--- config.mk ---
export PLATFORM = sky130hd
export DESIGN_NAME = mem_arbiter
export DESIGN_NICKNAME = d
export VERILOG_FILES = /design/src/rtl/riscv_pkg.sv /design/src/rtl/mem_arbiter.sv
export SDC_FILE = /design/constraint.sdc
export NUM_CORES = 1
export LEC_CHECK = 0
export CORE_AREA = 2 2 207 209
export CTS_CLUSTER_DIAMETER = 50
export DETAILED_ROUTE_END_ITERATION = 10
export DIE_AREA = 0 0 209 211
export PLACE_DENSITY = 0.65
export SLEW_MARGIN = 10
export SYNTH_ARGS = -nofsm -noshare
export SYNTH_HDL_FRONTEND = slang
export SYNTH_SLANG_ARGS = --single-unit
--- constraint.sdc ---
create_clock -name clk -period 33.2 [get_ports clk]
set_clock_uncertainty 0.1 [all_clocks]
set_input_delay 9.96 -clock clk [delete_from_list [all_inputs] [get_ports clk]]
set_output_delay 9.96 -clock clk [all_outputs]
set_load 0.005 [all_outputs]
--- src/rtl/riscv_pkg.sv ---
// Shared types for the core/memory glue: arbiter FSM states and transaction owner.
package riscv_pkg;

    typedef enum logic [1:0] {
        IDLE,
        ISSUE,
        WAIT
    } arb_state_t;

    typedef enum logic {
        OWN_IF,
        OWN_D
    } owner_t;

endpackage

--- src/rtl/mem_arbiter.sv ---
// Two-master arbiter (instruction fetch, data) onto a single-outstanding memory port.
// Data has priority unless it has starved a pending fetch MAX_DATA_STREAK times in a row.
module mem_arbiter
    import riscv_pkg::*;
#(
    parameter int unsigned XLEN            = 64,
    parameter int unsigned ADDR_W          = 64,
    parameter int unsigned MAX_DATA_STREAK = 4
) (
    input  logic                clk,
    input  logic                reset,
    input  logic                if_req_valid,
    output logic                if_req_ready,
    input  logic [ADDR_W-1:0]   if_addr,
    output logic                if_resp_valid,
    output logic [XLEN-1:0]     if_rdata,
    input  logic                d_req_valid,
    output logic                d_req_ready,
    input  logic [ADDR_W-1:0]   d_addr,
    input  logic                d_we,
    input  logic [XLEN-1:0]     d_wdata,
    input  logic [XLEN/8-1:0]   d_wstrb,
    output logic                d_resp_valid,
    output logic [XLEN-1:0]     d_rdata,
    output logic                mem_req_valid,
    input  logic                mem_req_ready,
    output logic [ADDR_W-1:0]   mem_addr,
    output logic                mem_we,
    output logic [XLEN-1:0]     mem_wdata,
    output logic [XLEN/8-1:0]   mem_wstrb,
    input  logic                mem_resp_valid,
    input  logic [XLEN-1:0]     mem_rdata
);

    localparam int unsigned SW = $clog2(MAX_DATA_STREAK + 1);
    localparam logic [SW-1:0] STREAK_MAX = SW'(MAX_DATA_STREAK);

    arb_state_t          state_q, state_d;
    logic [SW-1:0]       streak_q, streak_d;
    owner_t              owner_q;
    logic [ADDR_W-1:0]   addr_q;
    logic                we_q;
    logic [XLEN-1:0]     wdata_q;
    logic [XLEN/8-1:0]   wstrb_q;
    logic                if_resp_valid_q, d_resp_valid_q;
    logic [XLEN-1:0]     if_rdata_q, d_rdata_q;
    logic                d_win, if_win, resp_done;

    always_comb begin
        state_d       = state_q;
        streak_d      = streak_q;
        d_win         = 1'b0;
        if_win        = 1'b0;
        resp_done     = 1'b0;
        mem_req_valid = 1'b0;
        unique case (state_q)
            IDLE: begin
                // Ready is only offered to the winner, so win == accept.
                d_win  = d_req_valid && !(if_req_valid && streak_q == STREAK_MAX);
                if_win = if_req_valid && !d_win;
                if (d_win) begin
                    state_d = ISSUE;
                    if (if_req_valid && streak_q != STREAK_MAX) begin
                        streak_d = streak_q + SW'(1);
                    end
                end else if (if_win) begin
                    state_d  = ISSUE;
                    streak_d = '0;
                end
            end
            ISSUE: begin
                mem_req_valid = 1'b1;
                if (mem_req_ready) begin
                    state_d = WAIT;
                end
            end
            WAIT: begin
                if (mem_resp_valid) begin
                    resp_done = 1'b1;
                    state_d   = IDLE;
                end
            end
            default: state_d = IDLE;
        endcase
        d_req_ready  = d_win;
        if_req_ready = if_win;
    end

    always_ff @(posedge clk or posedge reset) begin
        if (reset) begin
            state_q         <= IDLE;
            streak_q        <= '0;
            owner_q         <= OWN_IF;
            addr_q          <= '0;
            we_q            <= 1'b0;
            wdata_q         <= '0;
            wstrb_q         <= '0;
            if_resp_valid_q <= 1'b0;
            d_resp_valid_q  <= 1'b0;
            if_rdata_q      <= '0;
            d_rdata_q       <= '0;
        end else begin
            state_q         <= state_d;
            streak_q        <= streak_d;
            if_resp_valid_q <= resp_done && (owner_q == OWN_IF);
            d_resp_valid_q  <= resp_done && (owner_q == OWN_D);
            if (d_win) begin
                owner_q <= OWN_D;
                addr_q  <= d_addr;
                we_q    <= d_we;
                wdata_q <= d_wdata;
                wstrb_q <= d_wstrb;
            end else if (if_win) begin
                owner_q <= OWN_IF;
                addr_q  <= if_addr;
                we_q    <= 1'b0;
                wdata_q <= '0;
                wstrb_q <= '0;
            end
            if (resp_done) begin
                if (owner_q == OWN_D) begin
                    d_rdata_q <= mem_rdata;
                end else begin
                    if_rdata_q <= mem_rdata;
                end
            end
        end
    end

    assign mem_addr      = addr_q;
    assign mem_we        = we_q;
    assign mem_wdata     = wdata_q;
    assign mem_wstrb     = wstrb_q;
    assign if_resp_valid = if_resp_valid_q;
    assign d_resp_valid  = d_resp_valid_q;
    assign if_rdata      = if_rdata_q;
    assign d_rdata       = d_rdata_q;

endmodule

## Word-level counts from Yosys, hierarchy flattened

Index checks and enable logic that the tools add are counted.
W data, S select, Z words.

| storage, ports and cells | value |
|---|---|
| bits in registers | 273 |
| logic and storage cells | 58 |
| bits of input ports | 271 |
| output and inout port bits | 270 |

| operators by class | value |
|---|---|
| eq/ne operators | 8 |
| $add $sub $neg | 1 |
| reductions and logical operators | 15 |
| bitwise gates (word level) | 1 |
| mux-type cells | 22 |

Operators by type and width:

| operator | number |
|---|---|
| $mux W64 | 4 |
| $mux W8 | 2 |
| $mux W3 | 3 |
| $mux W1 | 8 |
| $mux W2 | 4 |
| $logic_and A1 B1 Y1 | 6 |
| $ne A3 B3 Y1 const B | 2 |
| $pmux W2 S3 | 1 |
| $reduce_and A3 Y1 | 2 |
| $ne A2 B2 Y1 const B | 2 |
| $reduce_and A2 Y1 | 2 |
| $reduce_bool A2 Y1 | 2 |
| $add A3 B1 Y3 const B | 1 |
| $eq A3 B3 Y1 const B | 1 |
| $eq A2 B1 Y1 const B | 1 |
| $eq A2 B2 Y1 const B | 1 |
| $logic_not A1 Y1 | 2 |
| $logic_not A2 Y1 | 1 |
| $ne A2 B1 Y1 const B | 1 |
| $not A1 Y1 | 1 |

## Longest topological paths before layout

Gate-level depths: netlist (run 1).

| logic depth | value |
|---|---|
| depth in word-level cells | 9 |
| mapped depth | 8 |
| gate-level depth less buffers | 6 |

## Worst setup path before layout (run 1)

No wires, ideal clock.

| path | value |
|---|---|
| path kind | input port to output port |
| from | input if_req_valid |
| to | output if_req_ready |
| stages on the path | 3 |
| data required time | 23140 ps |
| buffers on the path | 1 |
| arrival | 10633 ps |
| path slack | 12507 ps |
| cells stage by stage | or3b_4 clkbuf_1 nor2_1 |

| between the ends | value |
|---|---|
| longest elaborated chain between the ends | 6 |

Ends and longest elaborated chain:

| what | RTL line | source |
|---|---|---|
| start: declaration | mem_arbiter.sv:12 | `input logic if_req_valid,` |
| $logic_and A1 B1 Y1 | mem_arbiter.sv:59 | `d_win = d_req_valid && !(if_req_valid && streak_q == STREAK_MAX);` |
| $logic_not A1 Y1 | mem_arbiter.sv:59 |  |
| $logic_and A1 B1 Y1 | mem_arbiter.sv:59 |  |
| $logic_not A1 Y1 | mem_arbiter.sv:60 | `if_win = if_req_valid && !d_win;` |
| $logic_and A1 B1 Y1 (*) | mem_arbiter.sv:60 |  |
| $mux W1 (*) | mem_arbiter.sv:56 | `unique case (state_q)` |
| end: declaration | mem_arbiter.sv:13 | `output logic if_req_ready,` |

Every way passes the cells marked *; elsewhere a longest branch is shown, timed or not.

## Worst setup path after layout (run 1)

| path | value |
|---|---|
| from | input d_req_valid |
| to | output d_req_ready |

| between the ends | value |
|---|---|
| longest elaborated chain between the ends | 2 |

Ends and longest elaborated chain:

| what | RTL line | source |
|---|---|---|
| start: declaration | mem_arbiter.sv:17 | `input logic d_req_valid,` |
| $logic_and A1 B1 Y1 | mem_arbiter.sv:59 |  |
| $mux W1 | mem_arbiter.sv:56 |  |
| end: declaration | mem_arbiter.sv:18 | `output logic d_req_ready,` |

Every way passes these cells.

==> flow_summary_export.csv, run 1 <==
group,metric,value,unit
clocking,cts_root_buf,"clkbuf_16",
place,dpl.hpwl,24.0,mm
cells_and_area,fillers,3864,
route,wl_per_cell,19.1,µm
critical_path,worstPathRequired,23.14,ns
grt,grt_use_total,15.0,%
floorplanning,die_h,211,µm
timing,rsz0062_at_grt,"no",
place,io_buffers,540,
clocking,h-tree-depth,2,
cells_and_area,syn2layout_area_growth,68.3,%
critical_path,r2r_cells,3,
cells_and_area,num_antenna_cells,0,
logic_synthesis,synth_fp_nets,966,
route,num_vias,8196,
route,routed_wl,34.1,mm
cells_and_area,multiInputGateArea,0.00342,mm²
grt,grt_remaining_overflow,0,
floorplanning,die_w,209,µm
logic_synthesis,synth-seq-area-share,65.0,%
grt,grt_pass1_vias,8631,
clocking,cts_inserted_buffers,37,
grt,grt_max_degree,123,
timing,setup_viol,0,
run,cap_violations,0,
logic_synthesis,synth_common_cells,"dfrtp_1, mux2_2, a22o_1",
logic_synthesis,async_flop_share,100,%
cells_and_area,nNetsFinal,1496,
floorplanning,num_rows,75,
timing,finalCritPeriodShare,66.9,%
route,first_pass_iters,8,
logic_synthesis,synth_warnings,0,
logic_synthesis,synthFlopType,"dfrtp_1",
timing,max_slew.worst_pin.slew,0.981,ns
logic_synthesis,ys_types,24,
clocking,cts-hold-fix-buffers,0,
timing,period_minus_slack,22.22,ns
clocking,clk_path_buf_depth,3,
timing,holdWs,0.400,ns
logic_synthesis,synth_top_area_share,65.0,%
grt,antenna_found_initial,1,
timing,fin_tns_setup,0,ns
route,route.detailed.drc,0,
critical_path,crit_path_start_kind,"input port",
logic_synthesis,synth_area,0.0105,mm²
floorplanning,ioPinCount,541,
logic_synthesis,synth_area_leaders,"dfrtp_1, mux2_2, o221a_2, a22o_1, or3_1",
logic_synthesis,synth_seq_cells,273,
critical_path,crit_type,"in -> out",
critical_path,end_kind,"output pin",
hold_path,hold_depth,1,
cells_and_area,final-seq-area,0.00683,mm²
cells_and_area,utilization,42.3,%
clocking,cts_tree,"yes",
run_status,outcome,"completed",
power,finalPower,0.00163,W
floorplanning,dieArea,0.0441,mm²
logic_synthesis,yosysMostFrequentCell,"dfrtp_1",
floorplanning,fp.coreArea,0.0418,mm²
grt,grt_pass1_wl,51.6,mm
timing,relSlewSlack,34.6,%
route,ant_nets,0,
place,gp_congestion,0.781,
logic_synthesis,synth_cells,693,
timing,hold_viol_final,0,
logic_synthesis,synth-edff-count,0,
clocking,cts-resized-gates,0,
clocking,cts.clk_slew.worst_paths,0.05,ns
floorplanning,start_util,25.2,%
clocking,postCtsSetupBuffers,0,
critical_path,arrival,12.16,ns
clocking,clkLatencyLatePin,0.54,ns
hold_path,hold_path_class,"reg -> reg",
critical_path,crit_fanout,75,
power,irDropWorstVdd,0.0388,mV
timing,slew_violations,0,
cells_and_area,drive_gt1_share,21.6,%
power,power-per-cell-area,92.2,mW/mm²
route,drtIter0Drc,462,
timing,fmax,0.0450,GHz
power,leakage,7.24,nW
logic_synthesis,synth_top_area_cell,"dfrtp_1",
route,viasPerCell,4.58,
clocking,cts.sink_count,273,
logic_synthesis,syn_area_per_cell,15.2,µm²
[through the flow]
step,setup slack (ns),area [µm²],cells
after detailed placement,10.97,16400,1723
after floorplan,12.51,10500,693
after CTS,10.97,17700,1791
final,10.98,17700,1791
after global placement,10.98,16400,1723
after global routing,10.88,17700,1791
[logic make-up after synthesis]
family,share of synthesized area [%]
mux,13.7
buf+inv,2.81
compound gates,13.5
simple gates,4.67
fa+ha+maj,0.238
flops,65.0
[final cells by class]
cell class,instances,share of cell area (%)
well taps,539,3.81
inverters,6,0.170
clock buffers,50,5.91
repair buffers,549,31.0
multi-input cells,356,19.4
flip-flops and latches,273,38.6
clock inverters,18,1.16
[placed cells by master, fill, tap and decap left out]
master           count
a21o_1               1
inv_2                1
mux2_2             128
ha_1                 2
clkinv_8             2
bufinv_16            2
o21a_2               1
nor3b_1              1
clkbuf_1             6
nand4_1              2
inv_1                4
nand2b_1             1
a22o_1              74
nand3_1              2
o221a_2             64
clkinv_4             1
nand2_1              2
clkdlybuf4s50_1    540
o21ai_4              1
o21ai_0              5
a21boi_4             1
nand3_2              1
or3b_4               1
inv_6                2
or3_1               64
clkbuf_8             7
nand4b_1             1
nor4bb_4             1
clkinvlp_4           5
buf_4                9
dfrtp_1            273
clkbuf_16           37
nor2_1               3
clkinv_2             3
inv_8                4
[final timing paths]
path | start | endpoint | slack [ns]
min reg2reg | d_rdata[44] | d_rdata[44] | 0.40
max | d_req_valid | d_req_ready | 10.98
min in group asynchronous | reset | mem_addr[48] | 9.89
min | d_rdata[44] | d_rdata[44] | 0.40
max in group asynchronous | reset | d_rdata[52] | 20.76
max reg2reg | state_q[0] | if_rdata[51] | 30.96
[report_power, final]
group	switching, W	total (W)	internal, W
Clock	0.000156	0.000396	0.000241
Sequential	0.0000894	0.000577	0.000488
Combinational	0.000224	0.000657	0.000432
Total	0.000469	0.00163	0.00116
[registers in the layout, indices dropped and copies added, names as in the netlist]
signal / count
d_rdata: 64
if_rdata: 64
mem_addr: 64
mem_wdata: 64
mem_wstrb: 8
streak_q: 3
state_q: 2
d_resp_valid: 1
if_resp_valid: 1
mem_we: 1
owner_q: 1
[worst max-delay path, cell delays in order]
cell	delay (ns)
clkdlybuf4s50_1	0.69
nand3_2	0.13
inv_2	0.07
buf_4	0.61
clkdlybuf4s50_1	0.64
[metal layers]
layer	up-vias	global-route usage (%)	share of wire (%)	routed length [µm]
li1	3695	-	-	-
met1	4046	18.1	41	14000
met2	390	24.6	48	16300
met3	63	5.37	8.1	2780
met4	2	5.74	3.2	1090
met5	-	0	0.026	9
No activity file was read; power rests on OpenSTA's default activity.
==> run 2: changes to the inputs <==
--- a/config.mk
+++ b/config.mk
@@ -5,11 +5,11 @@
 export SDC_FILE = /design/constraint.sdc
 export NUM_CORES = 1
 export LEC_CHECK = 0
-export CORE_AREA = 2 2 207 209
+export CORE_AREA = 2 2 209 211
 export CTS_CLUSTER_DIAMETER = 50
 export DETAILED_ROUTE_END_ITERATION = 10
-export DIE_AREA = 0 0 209 211
-export PLACE_DENSITY = 0.65
+export DIE_AREA = 0 0 211 213
+export PLACE_DENSITY = 0.64
 export SLEW_MARGIN = 10
 export SYNTH_ARGS = -nofsm -noshare
 export SYNTH_HDL_FRONTEND = slang
==> constraint.sdc (replaced) <==
create_clock -name clk -period 21.8 [get_ports clk]
set_clock_uncertainty 0.1 [all_clocks]
set_input_delay 6.54 -clock clk [delete_from_list [all_inputs] [get_ports clk]]
set_output_delay 6.54 -clock clk [all_outputs]
set_load 0.005 [all_outputs]
==> flow_summary_export.csv, run 2 (same netlist as run 1, synthesis figures left out) <==
group,metric,value,unit
timing,fmax,0.0660,GHz
place,dpl.hpwl,24.9,mm
timing,hold_viol_final,0,
grt,grt_use_total,14.9,%
floorplanning,dieArea,0.0449,mm²
timing,period_minus_slack,15.15,ns
route,drtIter0Drc,378,
critical_path,end_kind,"output pin",
power,leakage,7.18,nW
grt,grt_pass1_vias,8558,
run_status,outcome,"completed",
timing,rsz0062_at_grt,"no",
route,first_pass_iters,4,
cells_and_area,nNetsFinal,1496,
power,p_int,0.00174,W
grt,antenna_found_initial,1,
place,post-place-ws,6.64,ns
timing,slew_violations,0,
critical_path,crit_fanout,69,
timing,finalCritPeriodShare,69.5,%
route,route.detailed.drc,0,
critical_path,crit_path_start_kind,"input port",
floorplanning,fp.coreArea,0.0427,mm²
cells_and_area,fillers,4035,
critical_path,crit_type,"in -> out",
hold_path,hold_path_class,"reg -> reg",
power,switching_share,28.7,%
grt,busiest_layer,"met2",
cells_and_area,multiInputGateArea,0.00342,mm²
grt,use_met1,18.0,%
floorplanning,num_rows,76,
run,cap_violations,0,
timing,setup_slack,6.65,ns
grt,grt_pass1_wl,51.5,mm
timing,max_slew.worst_pin.slew,1.10,ns
place,detailed_place.area,0.0164,mm²
power,power.share.clock,22.7,%
clocking,cts_inserted_buffers,36,
cells_and_area,syn2layout_area_growth,67.1,%
route,viasPerCell,4.56,
power,power-per-cell-area,139,mW/mm²
power,irDropWorstVdd,0.0951,mV
cells_and_area,layout_common_cells,"clkdlybuf4s50_1, dfrtp_1, mux2_2",
floorplanning,die_h,213,µm
grt,grt_max_degree,75,
clocking,h-tree-depth,2,
place,gp_congestion,0.806,
clocking,clkLatencyLatePin,0.51,ns
grt,grt_remaining_overflow,0,
floorplanning,start_util,24.6,%
critical_path,arrival,8.51,ns
floorplanning,die_w,211,µm
clocking,cts.sink_count,273,
critical_path,worstPathRequired,15.16,ns
hold_path,hp-start,"d_rdata[15]",
grt,globalRouteMet3Util,5.47,%
cells_and_area,drive_gt1_share,21.0,%
clocking,cts-hold-fix-buffers,0,
route,wl_per_cell,19.5,µm
clocking,cts_tree,"yes",
route,routed_wl,34.9,mm
timing,relSlewSlack,26.4,%
clocking,cts.clk_slew.worst_paths,0.06,ns
power,p_switching,0.000698,W
timing,fin_tns_setup,0,ns
cells_and_area,final_common_cell,"clkdlybuf4s50_1",
power,seq_power_share,36.3,%
grt,grt_use_met2,24.6,%
timing,setup_viol,0,
cells_and_area,final-seq-area,0.00683,mm²
power,p_comb_share,41.1,%
route,ant_nets,0,
clocking,clk_path_buf_depth,3,
floorplanning,ioPinCount,541,
clocking,postCtsSetupBuffers,0,
cells_and_area,stdcell_area,0.0176,mm²
critical_path,crit_path_start,"if_req_valid",
clocking,cts_root_buf,"clkbuf_16",
critical_path,reg2reg_from,"state_q[0]",
route,num_vias,8173,
place,io_buffers,540,
clocking,cts-resized-gates,0,
-- run 2: cell types whose count changed in the layout (fill, tap and decap cells not counted), sizes merged --
cell | previous run | this run
clkinvlp | 5 | 2
inv | 11 | 9
buf | 9 | 10
bufinv | 2 | 1
clkbuf | 50 | 49
clkinv | 6 | 5
diode | 0 | 1
-- run 2: final cells by class --
class | instances | area share (%)
antenna | 1 | 0.0143
clock buffer | 49 | 5.70
clock inverter | 11 | 0.577
inverter | 6 | 0.171
multi-input combinational | 356 | 19.5
sequential | 273 | 38.9
tap | 546 | 3.89
timing repair buffer | 550 | 31.2
-- run 2: critical path, cell delays in order --
cell	delay, ns
clkdlybuf4s50_1	0.60
or3b_4	0.68
nor2_1	0.17
clkdlybuf4s50_1	0.51
-- run 2: power groups by stage --
stage / sequential [W] / clock, W / combinational [W]
global placement: 0.000881 / 0 / 0.00100
finish: 0.000883 / 0.000551 / 0.00100
CTS: 0.000885 / 0.000574 / 0.00102
floorplan: 0.000884 / 0 / 0.000373
detailed placement: 0.000886 / 0 / 0.00101
global route: 0.000912 / 0.000595 / 0.00107
-- run 2: worst paths after layout --
path	end	slack, ns	cells after the start
worst min-delay path	d_rdata[15]	0.40	1
max in group asynchronous	mem_wdata[54]	13.06	4
worst min register to register	d_rdata[15]	0.40	1
worst max-delay path	if_req_ready	6.65	4
min in group asynchronous	if_rdata[0]	6.37	2
worst max register to register	if_rdata[58]	18.92	3
-- run 2: metal layers --
metal / up-vias / part of all wire [%]
met5: - / 0
met4: 0 / 2.4
met3: 47 / 8.9
met2: 364 / 48
met1: 4054 / 40
li1: 3708 / -
-- run 2: through the flow --
step	hold slack, ns	util (%)	std cells	power, W
floorplan	0.368	-	693	0.00126
global placement	0.385	38.5	1731	0.00189
detailed placement	0.390	38.5	1731	0.00190
CTS	0.404	41.1	1791	0.00248
global route	0.412	41.1	1792	0.00258
finish	0.401	41.1	1792	0.00243
==> RTL edit 1, RTL diff (settings of run 1) <==
The parameter `MAX_DATA_STREAK` goes from 4 to 8.
--- a/src/rtl/mem_arbiter.sv
+++ b/src/rtl/mem_arbiter.sv
@@ -5,7 +5,7 @@
 #(
     parameter int unsigned XLEN            = 64,
     parameter int unsigned ADDR_W          = 64,
-    parameter int unsigned MAX_DATA_STREAK = 4
+    parameter int unsigned MAX_DATA_STREAK = 8
 ) (
     input  logic                clk,
     input  logic                reset,
Check against the original RTL: no difference found for any inputs over 4 cycles, from zero or initial values and one cycle with reset high; that may be too few to reach the edited logic, so the function may still have changed.
==> RTL edit 1 against run 1 <==
Area after synthesis up 8.0%; sequential cell count grew 1; synthesized cell count grew 22%; count of clock-buffer cells in the layout grew 2; critical endpoint is now if_req_ready; setup slack worse by 0.19 ns; critical path depth up 1; first-iteration DRC count rose by 12%; cell count rose by 7.6%; final area up 3.7%; routed wire length up 10%; power up 4.2%.
==> RTL edit 1: results (changes against run 1) <==
The run finished with clean final reports. The worst hold path begins at mem_wdata[14]. The number of nets in the synthesized netlist came out at 1117 (+16%). The routability congestion estimate from global placement is 0.7804 (about the same).

The detailed-router iteration count before antenna repair is 4 (-4). The sequential fraction of the synthesis area was 60.43% (-4.6 points). The critical path in this run is classified as input pin to primary output. The total number of nets in the final design was 1634 (+9.2%). The top fanout value on the critical path was 65 (-13%). The commonest cells after synthesis are sky130_fd_sc_hd__dfrtp_1, sky130_fd_sc_hd__nor2_1, sky130_fd_sc_hd__mux2_2.

The final routed wirelength across all metal layers is 37.64 mm (+10%). Sorting the synthesized cells by area gives the leading types as sky130_fd_sc_hd__dfrtp_1, sky130_fd_sc_hd__mux2_2, sky130_fd_sc_hd__a221oi_2. The pre-CTS worst setup slack came out at 10.79 ns (-0.1854 ns). The count of different cell masters after synthesis is 30 (+25%).

The cell area after placement is 0.01714 mm^2 (+4.3%). The first-pass GRT wire length is 56.81 mm (+10%). The post-cts resize count came out at 0 (unchanged).

The clock insertion delay at the later pin of the skew report came out at 0.54 ns (about the same). The clock-pin slew on the worst setup and hold paths was 0.05 ns (about the same). The maximum number of pins on one net before global-route repair was 99 (-20%). The synthesized area per cell is 13.44 um^2 (-11%). The number of buffers created by CTS came to 37 (unchanged). The number of antenna violations at the first check in global routing came out at 1 (unchanged). The launch instance of the worst register-to-register path is state_q[1]. The max-slew headroom at the worst pin came out at 22.15% (-12 points). The async set-reset flop share out of synthesis is 100.0% (unchanged).

The share of post-route cells with drive strength above 1 came out at 19.31% (-2.3 points). The non-filler instance count after layout came to 1927 (+7.6%). The worst voltage drop across the vdd grid is 0.00005447 V (+40%).

The cell with the largest stage delay on the worst path is sky130_fd_sc_hd__buf_4. The path class of the tightest hold or removal check is flip-flop to flip-flop. The largest stage delay on the critical path came out at 0.86 ns (+0.17 ns). The number of global-route vias before repair came out at 9748 (+13%). The all-layer global routing usage was 16.42% (+1.4 points).

The leakage power came out at 7.659 nW (+5.8%). The HPWL reported at the end of detailed placement is 26.04 mm (+8.4%). The number of DRC markers after the initial detailed-route iteration was 517 (+12%). The average vias per placed instance is 4.715 (+3.0%). Tracing the worst setup path back leads to its startpoint at if_req_valid. The data arrival time of the worst path was 12.35 ns (+0.19 ns).
-- RTL edit 1: path summary, 6_finish.rpt --
check | slack (ns) | end | depth (start not counted)
max in group asynchronous | 21.19 | if_rdata[59] | 4
min in group asynchronous | 9.81 | if_rdata[63] | 2
max reg2reg | 30.69 | mem_addr[1] | 4
min reg2reg | 0.39 | mem_wdata[14] | 1
max | 10.79 | if_req_ready | 6
min | 0.39 | mem_wdata[14] | 1
-- RTL edit 1: logic make-up (layout without fill, tap and decap cells) --
group,after synthesis,in the layout,share of synthesized area [%]
flops,274,274,60.43
compound gates,211,211,17.28
simple gates,150,150,5.513
mux,128,128,12.70
buf+inv,79,623,3.859
fa+ha+maj,2,2,0.2205
-- RTL edit 1: metal layers --
| layer | vias up | wire [um] | GRT usage [%] |
|---|---|---|---|
| li1 | 4127 | - | - |
| met1 | 4501 | 15030 | 19.15 |
| met2 | 403 | 17680 | 26.70 |
| met3 | 53 | 4027 | 7.820 |
| met4 | 2 | 886 | 5.271 |
| met5 | - | 13 | 0 |
-- RTL edit 1: where the power goes --
part / internal, mW / switching, mW / leakage (nW)
registers: 0.490 / 0.0916 / 3.32
logic: 0.438 / 0.289 / 3.75
clock network: 0.233 / 0.156 / 0.590
total: 1.16 / 0.537 / 7.66
-- RTL edit 1: layout make-up --
| class | count | area [um^2] |
|---|---|---|
| clock inverter | 14 | 148.9 |
| clock buffer | 52 | 1052 |
| tap | 539 | 674.4 |
| inverter | 6 | 30.03 |
| fill | 3837 | 23420 |
| sequential | 274 | 6857 |
| multi-input combinational | 491 | 4090 |
| timing repair buffer | 551 | 5488 |
==> RTL edit 2, RTL diff (flow settings as in run 1) <==
Made on the original files. Reset style: synchronous (`reset`), changed in one clocked block.
--- a/src/rtl/mem_arbiter.sv
+++ b/src/rtl/mem_arbiter.sv
@@ -86,7 +86,7 @@
         if_req_ready = if_win;
     end
 
-    always_ff @(posedge clk or posedge reset) begin
+    always_ff @(posedge clk) begin
         if (reset) begin
             state_q         <= IDLE;
             streak_q        <= '0;
Check against the original RTL: differs if reset is asserted again (counterexample within 4 cycles, from zero or initial values and one cycle with reset high); with reset held inactive, the same outputs for 4 cycles.
==> RTL edit 2 against run 1 <==
Sequential cell count is the same; largest cell class is now non-clock buffers; final area grew 1.4%; highest routed layer is now met4; area after synthesis grew 3.8%; synthesized cell count grew 79%; routed wire length grew 25%; setup slack lost 0.60 ns; sequential share of layout area shrank 8.2 points; non-clock buffer count grew 6.
Power is not compared: it rests on default switching activity, and its combinational part moved more than twofold at a synthesized area within 25%.
==> RTL edit 2: results (changes against run 1) <==
The sequential fraction of the synthesis area was 50.10% (-15 points). The minimum setup slack among reg-to-reg paths is 30.18 ns (-0.78 ns). The startpoint identified for the worst register-to-register timing path is state_q[0]. The average vias per placed instance came out at 4.936 (+7.9%).

The data arrival time of the worst path is 12.76 ns (+0.60 ns). The cell area after placement is 0.01660 mm^2 (+1.0%). The number of cell instances on the worst register-to-register path came out at 4 (+1). Counting instances in the post-synthesis netlist gives the leading cell types as sky130_fd_sc_hd__dfxtp_1, sky130_fd_sc_hd__nand2_1, sky130_fd_sc_hd__a21oi_1. The run finished with clean final reports. In this run the most critical hold path is launched from d_rdata[31]. The endpoint of the worst hold path is d_rdata[31].

The top fanout value on the critical path is 74 (-1.3%). The first-pass GRT wire length came out at 63.52 mm (+23%). The non-filler instance count after layout came to 2267 (+27%). The number of buffers created by CTS came out at 39 (+5.4%). The HPWL reported at the end of detailed placement came out at 28.08 mm (+17%). The synthesized area per cell came out at 8.798 um^2 (-42%). The number of nets in the synthesized netlist came out at 1513 (+57%). The number of global-route vias before repair is 10750 (+25%). The most used flip-flop cell after synthesis is sky130_fd_sc_hd__dfxtp_1.

The count of different cell masters after synthesis is 33 (+38%). The end of the worst register-to-register path is mem_addr[43]. The all-layer global routing usage is 18.05% (+3.0 points). By area the synthesized netlist is led by sky130_fd_sc_hd__dfxtp_1, sky130_fd_sc_hd__a21oi_1, sky130_fd_sc_hd__nand2_1.

The number of cells on the worst hold path was 2 (+1). The placed cell count is 2199 (+28%). The number of antenna violations at the first check in global routing is 0 (-1).

The total number of nets in the final design came out at 1974 (+32%). The clock-pin slew on the worst setup and hold paths came out at 0.06 ns. The detailed-router iteration count before antenna repair came out at 5 (-3).

The maximum number of pins on one net before global-route repair came to 186 (+51%). The transition time at the pin with the least slew margin came to 1.241 ns (+0.2599 ns). The routability congestion estimate from global placement is 0.7885 (+0.96%).

The async set-reset flop share out of synthesis is 0% (-100 points). The number of DRC markers after the initial detailed-route iteration is 826 (+79%). Clock tree synthesis selected as its root buffer the cell sky130_fd_sc_hd__clkbuf_16. The share of post-route cells with drive strength above 1 came out at 6.481% (-15 points).

The average routed wire per standard cell came to 18.77 um (-1.5%).
[RTL edit 2: cell count changes in the layout (fill, tap and decap cells not counted), sizes merged, moves of 7 or more]
cell / delta
nand2: +254
o221a: -64
or3: -64
nor4b: +64
a21oi: +203
a22o: -74
mux2: -128
nor2b: +65
a221o: +64
o211ai: +73
dfxtp: +273
buf: +7
dfrtp: -273
nand3: +71
[RTL edit 2: worst max-delay path by stage]
| stage | end | depth (start not counted) | from |
|---|---|---|---|
| 2_1_floorplan | if_req_ready | 4 | if_req_valid |
| 3_3_place_gp | d_req_ready | 6 | d_req_valid |
| 3_5_place_dp | d_req_ready | 6 | d_req_valid |
| 4_1_cts | d_req_ready | 6 | d_req_valid |
| 5_1_grt | d_req_ready | 6 | d_req_valid |
| 6_report | d_req_ready | 6 | d_req_valid |
[RTL edit 2: cell type report]
type	instances	area [um^2]
inverters	2	7.507
repair buffers	555	5523
well taps	539	674.4
flip-flops and latches	273	5465
multi-input cells	830	4926
fillers	4031	23830
clock inverters	21	269.0
clock buffers	47	1069
[RTL edit 2: logic make-up (layout without fill, tap and decap cells)]
| logic type | after synthesis | after routing | synth area share, % |
|---|---|---|---|
| compound gates | 343 | 343 | 20.46 |
| simple gates | 482 | 482 | 23.55 |
| fa+ha+maj | 2 | 2 | 0.2293 |
| mux | 1 | 1 | 0.09176 |
| flops | 273 | 273 | 50.10 |
| buf+inv | 137 | 625 | 5.413 |
| xor+xnor | 2 | 2 | 0.1606 |
[RTL edit 2: metrics by stage]
step                      setup slack, ns  hold WS [ns]
final                               10.38        0.3522
after floorplan                     12.33        0.3527
after global placement              10.38        0.3413
after global routing                10.27        0.3674
after detailed placement            10.39        0.3456
after CTS                           10.38        0.3535
[RTL edit 2: worst max-delay path: stages]
cell and delay [ns]:
sky130_fd_sc_hd__clkdlybuf4s50_1 0.51, sky130_fd_sc_hd__or3b_2 0.45, sky130_fd_sc_hd__buf_4 0.35, sky130_fd_sc_hd__nor2_4 0.15, sky130_fd_sc_hd__buf_4 0.60, sky130_fd_sc_hd__clkdlybuf4s50_1 0.64
[RTL edit 2: layer usage]
| metal | up-vias | GRT usage [%] | wire, um | share of wire [%] |
|---|---|---|---|---|
| met2 | 446 | 30.61 | 20720 | 49 |
| met3 | 77 | 4.564 | 3167 | 7.4 |
| met5 | - | 0 | 0 | 0 |
| met1 | 5330 | 21.94 | 17390 | 41 |
| li1 | 5338 | - | - | - |
| met4 | 0 | 7.118 | 1278 | 3.0 |
[RTL edit 2: power breakdown]
part | switching, mW | internal, mW | leakage [nW] | total (mW)
clock network | 0.162 | 0.265 | 0.654 | 0.427
logic | 0.0509 | 0.0690 | 3.11 | 0.120
registers | 0.00875 | 0.342 | 2.22 | 0.351
